### config.mk
export PLATFORM = sky130hd
export DESIGN_NAME = mem_port_arbiter
export DESIGN_NICKNAME = d
export VERILOG_FILES = /design/src/rtl/mem_port_arbiter.sv
export SDC_FILE = /design/constraint.sdc
export NUM_CORES = 1
export LEC_CHECK = 0
export ABC_CLOCK_PERIOD_IN_PS = 4000
export CAP_MARGIN = 30
export CORE_ASPECT_RATIO = 1.2
export CORE_UTILIZATION = 45
export CTS_BUF_LIST = sky130_fd_sc_hd__clkbuf_4 sky130_fd_sc_hd__clkbuf_8
export DETAILED_ROUTE_END_ITERATION = 10
export PLACE_DENSITY_LB_ADDON = 0.3
export RECOVER_POWER = 25
export SLEW_MARGIN = 0
export SYNTH_ARGS = -nofsm -noshare
export SYNTH_HDL_FRONTEND = slang
export SYNTH_SLANG_ARGS = --single-unit
### constraint.sdc
create_clock -name clk -period 4 [get_ports clk]
set_input_delay 1 -clock clk [delete_from_list [all_inputs] [get_ports clk]]
set_output_delay 1 -clock clk [all_outputs]
set_load 0.01 [all_outputs]
### src/rtl/mem_port_arbiter.sv
// Purpose: shares one single-ported synchronous RAM between instruction fetch (IF) and load/store (MEM).
// Latency: ram_en one cycle after the request is sampled; ready at +2 for stores, +MEM_LATENCY+2 for reads.
// Backpressure: requests are held until the one-cycle ready pulse; stall_if/stall_mem flag each waiting stage.
module mem_port_arbiter #(
   parameter int DATA_WIDTH   = 32,
   parameter int ADDR_WIDTH   = 32,
   parameter int MEM_LATENCY  = 2,
   parameter int STARVE_LIMIT = 4
) (
   input  logic                  clk,
   input  logic                  rst_n,
   input  logic                  if_req,
   input  logic [ADDR_WIDTH-1:0] if_addr,
   output logic [DATA_WIDTH-1:0] if_rdata,
   output logic                  if_ready,
   input  logic                  mem_rd,
   input  logic                  mem_wr,
   input  logic [ADDR_WIDTH-1:0] mem_addr,
   input  logic [DATA_WIDTH-1:0] mem_wdata,
   output logic [DATA_WIDTH-1:0] mem_rdata,
   output logic                  mem_ready,
   output logic                  stall_if,
   output logic                  stall_mem,
   output logic                  ram_en,
   output logic                  ram_we,
   output logic [ADDR_WIDTH-1:0] ram_addr,
   output logic [DATA_WIDTH-1:0] ram_wdata,
   input  logic [DATA_WIDTH-1:0] ram_rdata,
   output logic                  proto_err
);

   // wait_cnt must hold MEM_LATENCY-1; keep at least one bit for MEM_LATENCY=1.
   localparam int WCW = (MEM_LATENCY > 1) ? $clog2(MEM_LATENCY) : 1;
   localparam int SCW = $clog2(STARVE_LIMIT + 1);

   typedef enum logic [1:0] {IDLE, ISSUE, WAIT, DONE} state_t;

   state_t          state;
   logic [WCW-1:0]  wait_cnt;
   logic [SCW-1:0]  starve_cnt;
   logic            gnt_mem;
   logic            gnt_wr;
   logic            mem_req;
   logic            if_win;

   // MEM has priority; IF wins only when MEM is idle or IF has been starved long enough.
   assign mem_req   = mem_rd | mem_wr;
   assign if_win    = if_req & (~mem_req | (starve_cnt == SCW'(STARVE_LIMIT)));
   assign stall_if  = if_req & ~if_ready;
   assign stall_mem = mem_req & ~mem_ready;

   // Access sequencer: grant in IDLE, strobe RAM in ISSUE, count read latency in WAIT, pulse ready in DONE.
   always_ff @(posedge clk) begin
      if (!rst_n) begin
         state      <= IDLE;
         wait_cnt   <= '0;
         starve_cnt <= '0;
         gnt_mem    <= 1'b0;
         gnt_wr     <= 1'b0;
         ram_en     <= 1'b0;
         ram_we     <= 1'b0;
         ram_addr   <= '0;
         ram_wdata  <= '0;
         if_rdata   <= '0;
         mem_rdata  <= '0;
         if_ready   <= 1'b0;
         mem_ready  <= 1'b0;
         proto_err  <= 1'b0;
      end else begin
         case (state)
            IDLE: begin
               if (if_req | mem_req) begin
                  // A simultaneous rd+wr is handled as a store and flagged.
                  gnt_mem   <= ~if_win;
                  gnt_wr    <= ~if_win & mem_wr;
                  ram_en    <= 1'b1;
                  ram_we    <= ~if_win & mem_wr;
                  ram_addr  <= if_win ? if_addr : mem_addr;
                  ram_wdata <= mem_wdata;
                  if (if_win) begin
                     starve_cnt <= '0;
                  end else if (if_req) begin
                     if (starve_cnt != SCW'(STARVE_LIMIT))
                        starve_cnt <= starve_cnt + 1'b1;
                  end else begin
                     starve_cnt <= '0;
                  end
                  if (~if_win & mem_rd & mem_wr)
                     proto_err <= 1'b1;
                  state <= ISSUE;
               end
            end
            ISSUE: begin
               ram_en <= 1'b0;
               ram_we <= 1'b0;
               if (gnt_wr) begin
                  mem_ready <= 1'b1;
                  state     <= DONE;
               end else begin
                  wait_cnt <= WCW'(MEM_LATENCY - 1);
                  state    <= WAIT;
               end
            end
            WAIT: begin
               if (wait_cnt == '0) begin
                  if (gnt_mem) begin
                     mem_rdata <= ram_rdata;
                     mem_ready <= 1'b1;
                  end else begin
                     if_rdata <= ram_rdata;
                     if_ready <= 1'b1;
                  end
                  state <= DONE;
               end else begin
                  wait_cnt <= wait_cnt - 1'b1;
               end
            end
            DONE: begin
               if_ready  <= 1'b0;
               mem_ready <= 1'b0;
               state     <= IDLE;
            end
            default: state <= IDLE;
         endcase
      end
   end

endmodule

# Word level (Yosys, flattened, before mapping)
# Index checks and enable logic that the tools add are counted.
# W data, S select, Z words.
totals:
  reg_bits: 141
  latchBits: 0
  ram_bits: 0
  mem_bits_ro: 0
  in_bits: 133
  elab_cells: 80
  mem_count: 0
op_classes:
  addsub: 2
  n_mul: 0
  div: 0
  n_lt_le_gt_ge: 0
  eq_ne: 12
  shift: 0
  mux: 22
  n_bitwise: 15
  n_reduce_logical: 15
ops:
  columns: ["operator", "count"]
  rows:
  - ["$mux W32", 1]
  - ["$reduce_and A3 Y1", 5]
  - ["$ne A2 B2 Y1 const B", 6]
  - ["$mux W1", 10]
  - ["$mux W3", 3]
  - ["$pmux W1 S2", 4]
  - ["$pmux W2 S4", 1]
  - ["$reduce_and A2 Y1", 4]
  - ["$and A1 B1 Y1", 6]
  - ["$not A1 Y1", 6]
  - ["$reduce_bool A2 Y1", 3]
  - ["$eq A2 B2 Y1 const B", 2]
  - ["$mux W2", 2]
  - ["$reduce_and A4 Y1", 1]
  - ["$add A3 B1 Y3 const B", 1]
  - ["$eq A3 B3 Y1 const B", 1]
  - ["$ne A3 B1 Y1 const B", 1]
  - ["$ne A3 B3 Y1 const B", 1]
  - ["$or A1 B1 Y1", 3]
  - ["$pmux W1 S3", 1]
  - ["$reduce_bool A3 Y1", 1]
  - ["$eq A2 B1 Y1 const B", 1]
  - ["$logic_not A2 Y1", 1]
  - ["$sub A1 B1 Y1 const B", 1]

# Longest topological paths before layout
# Gate-level depths: netlist of run 1.
depth:
  ltp_word: 8
  depth_mapped: 8
  depth_no_buf: 5

# Worst setup path after synthesis of run 1
# Ideal clock, no wire load.
synth_path:
  kind: "input-to-output"
  from: "in if_req"
  to: "out stall_if"
  t_arrival_ns: 1.420
  t_required_ns: 3.000
  slack_ns: 1.580
  stages: 3
  n_path_buf: 1
  path_cell_list: "inv_1 > clkbuf_1 > nor2_1"
synth_via:
  elab_chain_len: 1
synth_lines:
  columns: ["element", "line", "source"]
  rows:
  - ["start, declared", "12", "input logic if_req,"]
  - ["$and A1 B1 Y1", "49", "assign stall_if = if_req & ~if_ready;"]
  - ["end, declared", "22", "output logic stall_if,"]
# No other way between the ends.

# Final worst setup path of run 1
layout_path:
  from: "in mem_rd"
  to: "out stall_mem"
layout_via:
  elab_chain_len: 2
layout_lines:
  columns: ["element", "line", "source"]
  rows:
  - ["start, declared", "16", "input logic mem_rd,"]
  - ["$or A1 B1 Y1", "47", "assign mem_req = mem_rd | mem_wr;"]
  - ["$and A1 B1 Y1", "50", "assign stall_mem = mem_req & ~mem_ready;"]
  - ["end, declared", "23", "output logic stall_mem,"]
# No other way between the ends.

==> impl_metrics.ini, run 1 <==
[timing]
fin_skew_ps = 15.19
period_share_pct = 86.61
slew_viol_final = 0
tightest_slew_ps = 1390
max_freq_mhz = 288.6
setup_viol_count_final = 0
relSlewSlack_pct = 7.309
period_needed_ps = 3464
rsz0062_at_grt = false
finalWorstSetupSlack_ps = 535.5
hold_viol_final = 0
final.setup.tns_ps = 0
hold-worst-slack_ps = 454.4

[power]
p_leak_nw = 3.093
peakVddDrop_mv = 0.3565
power.total_mw = 5.351
power_density_nw_per_um2 = 616.8

[floorplanning]
die-width_um = 103.1
start_util_pct = 47.07
ios = 268
rows = 43
fp.coreArea_um2 = 11730
die_area_um2 = 12720
floorplan.die.height_um = 123.3

[synth]
synth_flop_cell = dfxtp_1
netlist_area_um2 = 5520
synth_fp_nets = 829
synth_area_per_cell_um2 = 8.012
synth_enable_flop_cells = 0
ys_ff_latch = 141
yosys_warnings = 0
synth_cell_types = 42
syn_inst = 689
async_reset_ff_share_pct = 0
ys_seq_area_share_pct = 51.13

[min_path]
worstHoldStart = if_rdata[23]
whs_path_depth = 2
hold_class = flip-flop to flip-flop

[grt]
antenna_found_initial = 0
grtUsageMet1_pct = 28.24
grt_pass1_wl_um = 26480
grt_pass1_vias = 5724
gr-usage-met3_pct = 8.705
use_met2_pct = 48.58
grt_overflow_total = 0
grt-busiest-layer = met2
grt_use_total_pct = 26.86
grt_max_degree = 75

[setup_path]
reg2reg_depth = 6
worstPathRequired_ps = 3000
cp_max_fo = 8
timing.reg2reg.setup_slack_ps = 1930
arrival_ps = 2460
crit_start = mem_rd
criticalPathCategory = input pin to output pin
start_kind = input pin
r2r-start = state[0]
cp-end-kind = output pin

[routing]
via_per_inst = 5.364
dr.pass1.iters = 5
drc_errors = 0
vias = 5895
routedWlPerCell_um = 15.75
routed_wl_um = 17300
detail-route-antenna-nets = 0
drt_iter0_markers = 234

[final_layout]
n_fill_cell = 888
antennaDiodeCount = 0
multi_input_area_um2 = 2375
fin_nets = 1069
drive_gt1_share_pct = 5.626
seqCellArea_um2 = 2823
layout_commonest_cell = clkdlybuf4s50_1
fin_cells = 1099
final_cell_mix = 266 x clkdlybuf4s50_1, 198 x nand2_1, 141 x dfxtp_1, 132 x a21oi_1, 63 x o21ai_0
area_growth_syn_to_layout_pct = 57.14

[placement]
dp_slack_ps = 549.6
globalplace.congestion = 0.8059
io_buffers = 267
placed_cells = 1067
dp_hpwl_um = 12320

[clocking]
cts_buffers = 17
cts_buffer_depth = 2
root_buffer = clkbuf_8
post_cts_buffers = 0
ctsResizeCount = 0
clock-sinks = 141
cts_tree = yes
clk_pin_slew_ps = 80
hold_buffers = 0
worstSkewPairLatency_ps = 440
cts_max_level = 4

[job]
drv_cap = 0

[status]
status = complete, no violations
## report_power, final
| part | switching (mW) | internal [mW] |
|---|---|---|
| clock network | 0.579 | 0.659 |
| logic | 1.11 | 1.05 |
| registers | 0.205 | 1.75 |
| total | 1.89 | 3.46 |
## sequential cells by signal, indices dropped and copies added, names as in the netlist, 2 cells and up
register / count
if_rdata: 32
mem_rdata: 32
ram_addr: 32
ram_wdata: 32
starve_cnt: 3
state: 2
## worst paths after layout
path,endpoint
setup / recovery,stall_mem
hold / removal,if_rdata[23]
hold reg to reg,if_rdata[23]
setup reg to reg,ram_addr[12]
## worst max-delay path, cell delays in order
cell             delay, ps
clkdlybuf4s50_1        730
nor2_1                  80
nor2_1                 110
clkdlybuf4s50_1        550
## cell families (layout without fill, tap and decap cells)
| family | count (synthesis) | after routing | synth area share, % |
|---|---|---|---|
| AO/OA/AOI/OAI | 251 | 251 | 25.11 |
| flip-flops | 141 | 141 | 51.13 |
| adder cells (fa/ha/maj) | 7 | 7 | 1.587 |
| buffers and inverters | 69 | 322 | 5.984 |
| AND/OR/NAND/NOR | 221 | 221 | 16.18 |
## cell type report
type	count	share of cell area [%]
flip-flops and latches	141	32.54
well taps	157	2.265
clock inverters	13	2.063
clock buffers	19	2.942
multi-input cells	479	27.38
repair buffers	281	32.41
inverters	9	0.4039
## cell usage after synthesis (2+ instances only)
master / instances / area [um^2]
buf_2: 20 / 100.1
nand3_1: 5 / 25.02
o21ai_0: 63 / 315.3
clkbuf_1: 28 / 105.1
and3b_1: 2 / 17.52
ha_1: 7 / 87.58
o21ai_1: 3 / 15.01
o211ai_1: 4 / 30.03
nand2_1: 198 / 743.2
a21oi_1: 132 / 660.6
buf_4: 10 / 75.07
inv_1: 8 / 30.03
a211oi_1: 2 / 15.01
a31oi_1: 32 / 200.2
nor2b_1: 2 / 12.51
dfxtp_1: 141 / 2823
o31ai_1: 2 / 15.01
nor2_1: 6 / 22.52
## per-layer routing
layer / share of wire (%) / vias to the layer above
met1: 36 / 2756
met5: 0 / -
met3: 9.2 / 30
met4: 2.2 / 0
met2: 52 / 283
li1: - / 2826
## per-stage QoR
| stage | instance area [um^2] | utilization [%] |
|---|---|---|
| after floorplan | 5520 | - |
| after global placement | 8217 | 70.06 |
| after detailed placement | 8259 | 70.42 |
| after CTS | 8693 | 74.12 |
| after global routing | 8675 | 73.96 |
| final | 8675 | 73.96 |
(Power assumes the default switching activity.)
==> run 2, diff against run 1 <==
Settings changed: CAP_MARGIN 30 to not set, CORE_AREA set to 2 2 105 107, CORE_ASPECT_RATIO 1.2 to not set, CORE_UTILIZATION 45 to not set, DIE_AREA set to 0 0 107 109, DONT_BUFFER_PORTS set to 1.
==> run 2 against run 1 <==
The run now ends with capacitance limit left; sequential power up 11%; cell area down 32%; routed wire length is 19% lower; sequential share of layout area grew 15 points; flip-flop and latch count unchanged; worst setup slack better by 430 ps; register-to-register slack lost 330 ps; highest routed layer unchanged; core utilization shrank 19 points.
==> impl_metrics.ini, run 2 (synthesized netlist as in run 1, its figures left out) <==
[routing]
via_per_inst = 5.836
routedWlPerCell_um = 17.51
routed_wl_um = 14100
drt_iter0_markers = 321
dr.pass1.iters = 4
vias = 4698
drc_errors = 0
detail-route-antenna-nets = 0

[setup_path]
worstPathRequired_ps = 4260
cp_max_fo = 62
start_kind = input pin
r2r-start = state[0]
r2r_end = ram_addr[18]
arrival_ps = 3290
timing.reg2reg.setup_slack_ps = 1600
criticalPathCategory = input pin to flip-flop
reg2reg_depth = 5
cp-end-kind = flip-flop

[placement]
io_buffers = 0
dp_slack_ps = 1204
place_area_um2 = 5456
globalplace.congestion = 0.7771
placed_cells = 774
dp_hpwl_um = 9341

[final_layout]
drive_gt1_share_pct = 6.466
fin_cells = 805
antennaDiodeCount = 0
area_growth_syn_to_layout_pct = 6.460
layout_commonest_cell = nand2_1
final_cell_mix = 198 x nand2_1, 141 x dfxtp_1, 132 x a21oi_1, 63 x o21ai_0, 32 x a31oi_1
fin_area_um2 = 5877
fin_nets = 793

[timing]
fin_skew_ps = 9.457
max_freq_mhz = 330.1
tightest_slew_ps = 1471
relSlewSlack_pct = 1.799
final.setup.tns_ps = 0
rsz0062_at_grt = false
setup_viol_count_final = 0
slew_viol_final = 0
hold_viol_final = 0
period_needed_ps = 3030
finalWorstSetupSlack_ps = 970.4
period_share_pct = 75.74

[status]
failed_checks = capacitance limit
status = finished, violations left

[clocking]
clk_pin_slew_ps = 70
clock-sinks = 141
cts_max_level = 4
hold_buffers = 0
cts_buffers = 17
worstSkewPairLatency_ps = 430
root_buffer = clkbuf_8
ctsResizeCount = 0
cts_buffer_depth = 2
post_cts_buffers = 0
cts_tree = yes

[min_path]
hold_end = mem_rdata[0]
worstHoldStart = mem_rdata[0]
whs_path_depth = 2
hold_class = flip-flop to flip-flop

[floorplanning]
die-width_um = 107
die_area_um2 = 11660
fp.coreArea_um2 = 10600
floorplan.die.height_um = 109
rows = 38
start_util_pct = 52.07
ios = 268

[power]
peakVddDrop_mv = 0.3507
power_density_nw_per_um2 = 767.0
p_leak_nw = 2.044

[grt]
grt_overflow_total = 0
grt_use_total_pct = 23.13
grt_pass1_vias = 4423
grt_pass1_wl_um = 21340
antenna_found_initial = 0
grt_max_degree = 68

[job]
drv_cap = 1
[run 2: metrics by stage]
step / power (mW) / hold WS [ps] / utilization, %
floorplan: 3.088 / 463.6 / -
global placement: 3.225 / 481.8 / 51.46
detailed placement: 3.295 / 493.0 / 51.46
CTS: 4.537 / 503.3 / 55.57
global route: 4.803 / 527.5 / 55.43
finish: 4.507 / 501.0 / 55.43
[run 2: layout make-up]
| cell class | count | area (um^2) |
|---|---|---|
| fillers | 968 | 4726 |
| flip-flops and latches | 141 | 2823 |
| repair buffers | 5 | 35.03 |
| inverters | 9 | 33.78 |
| multi-input cells | 479 | 2375 |
| clock inverters | 11 | 166.4 |
| clock buffers | 20 | 269.0 |
| well taps | 140 | 175.2 |
[run 2: critical path, cell delays in order]
cell,delay (ps)
inv_1,1040
clkbuf_2,1050
a21oi_1,100
[run 2: power by group]
part           leakage, nW  internal [mW]  total [mW]  switching (mW)
sequential            1.15           1.75        2.17           0.413
combinational        0.676          0.376        1.10           0.720
clock                0.214          0.714        1.25           0.532
total                 2.04           2.84        4.51            1.67
[run 2: layer usage]
layer / part of all wire, % / global-route usage (%) / wire (um) / up-vias
li1: - / - / - / 2273
met1: 38 / 24.86 / 5390 / 2177
met2: 49 / 40.99 / 6939 / 224
met3: 10 / 8.488 / 1465 / 24
met4: 2.1 / 9.926 / 303 / 0
met5: 0 / 0 / 0 / -
[run 2: how the worst max path moves through the flow]
stage,endpoint,depth (start not counted),startpoint
3_3_place_gp,stall_if,2,if_req
3_5_place_dp,stall_if,2,if_req
4_1_cts,stall_if,2,if_req
5_1_grt,if_rdata[20],3,rst_n
6_report,if_rdata[2],3,rst_n
2_1_floorplan,stall_if,3,if_req
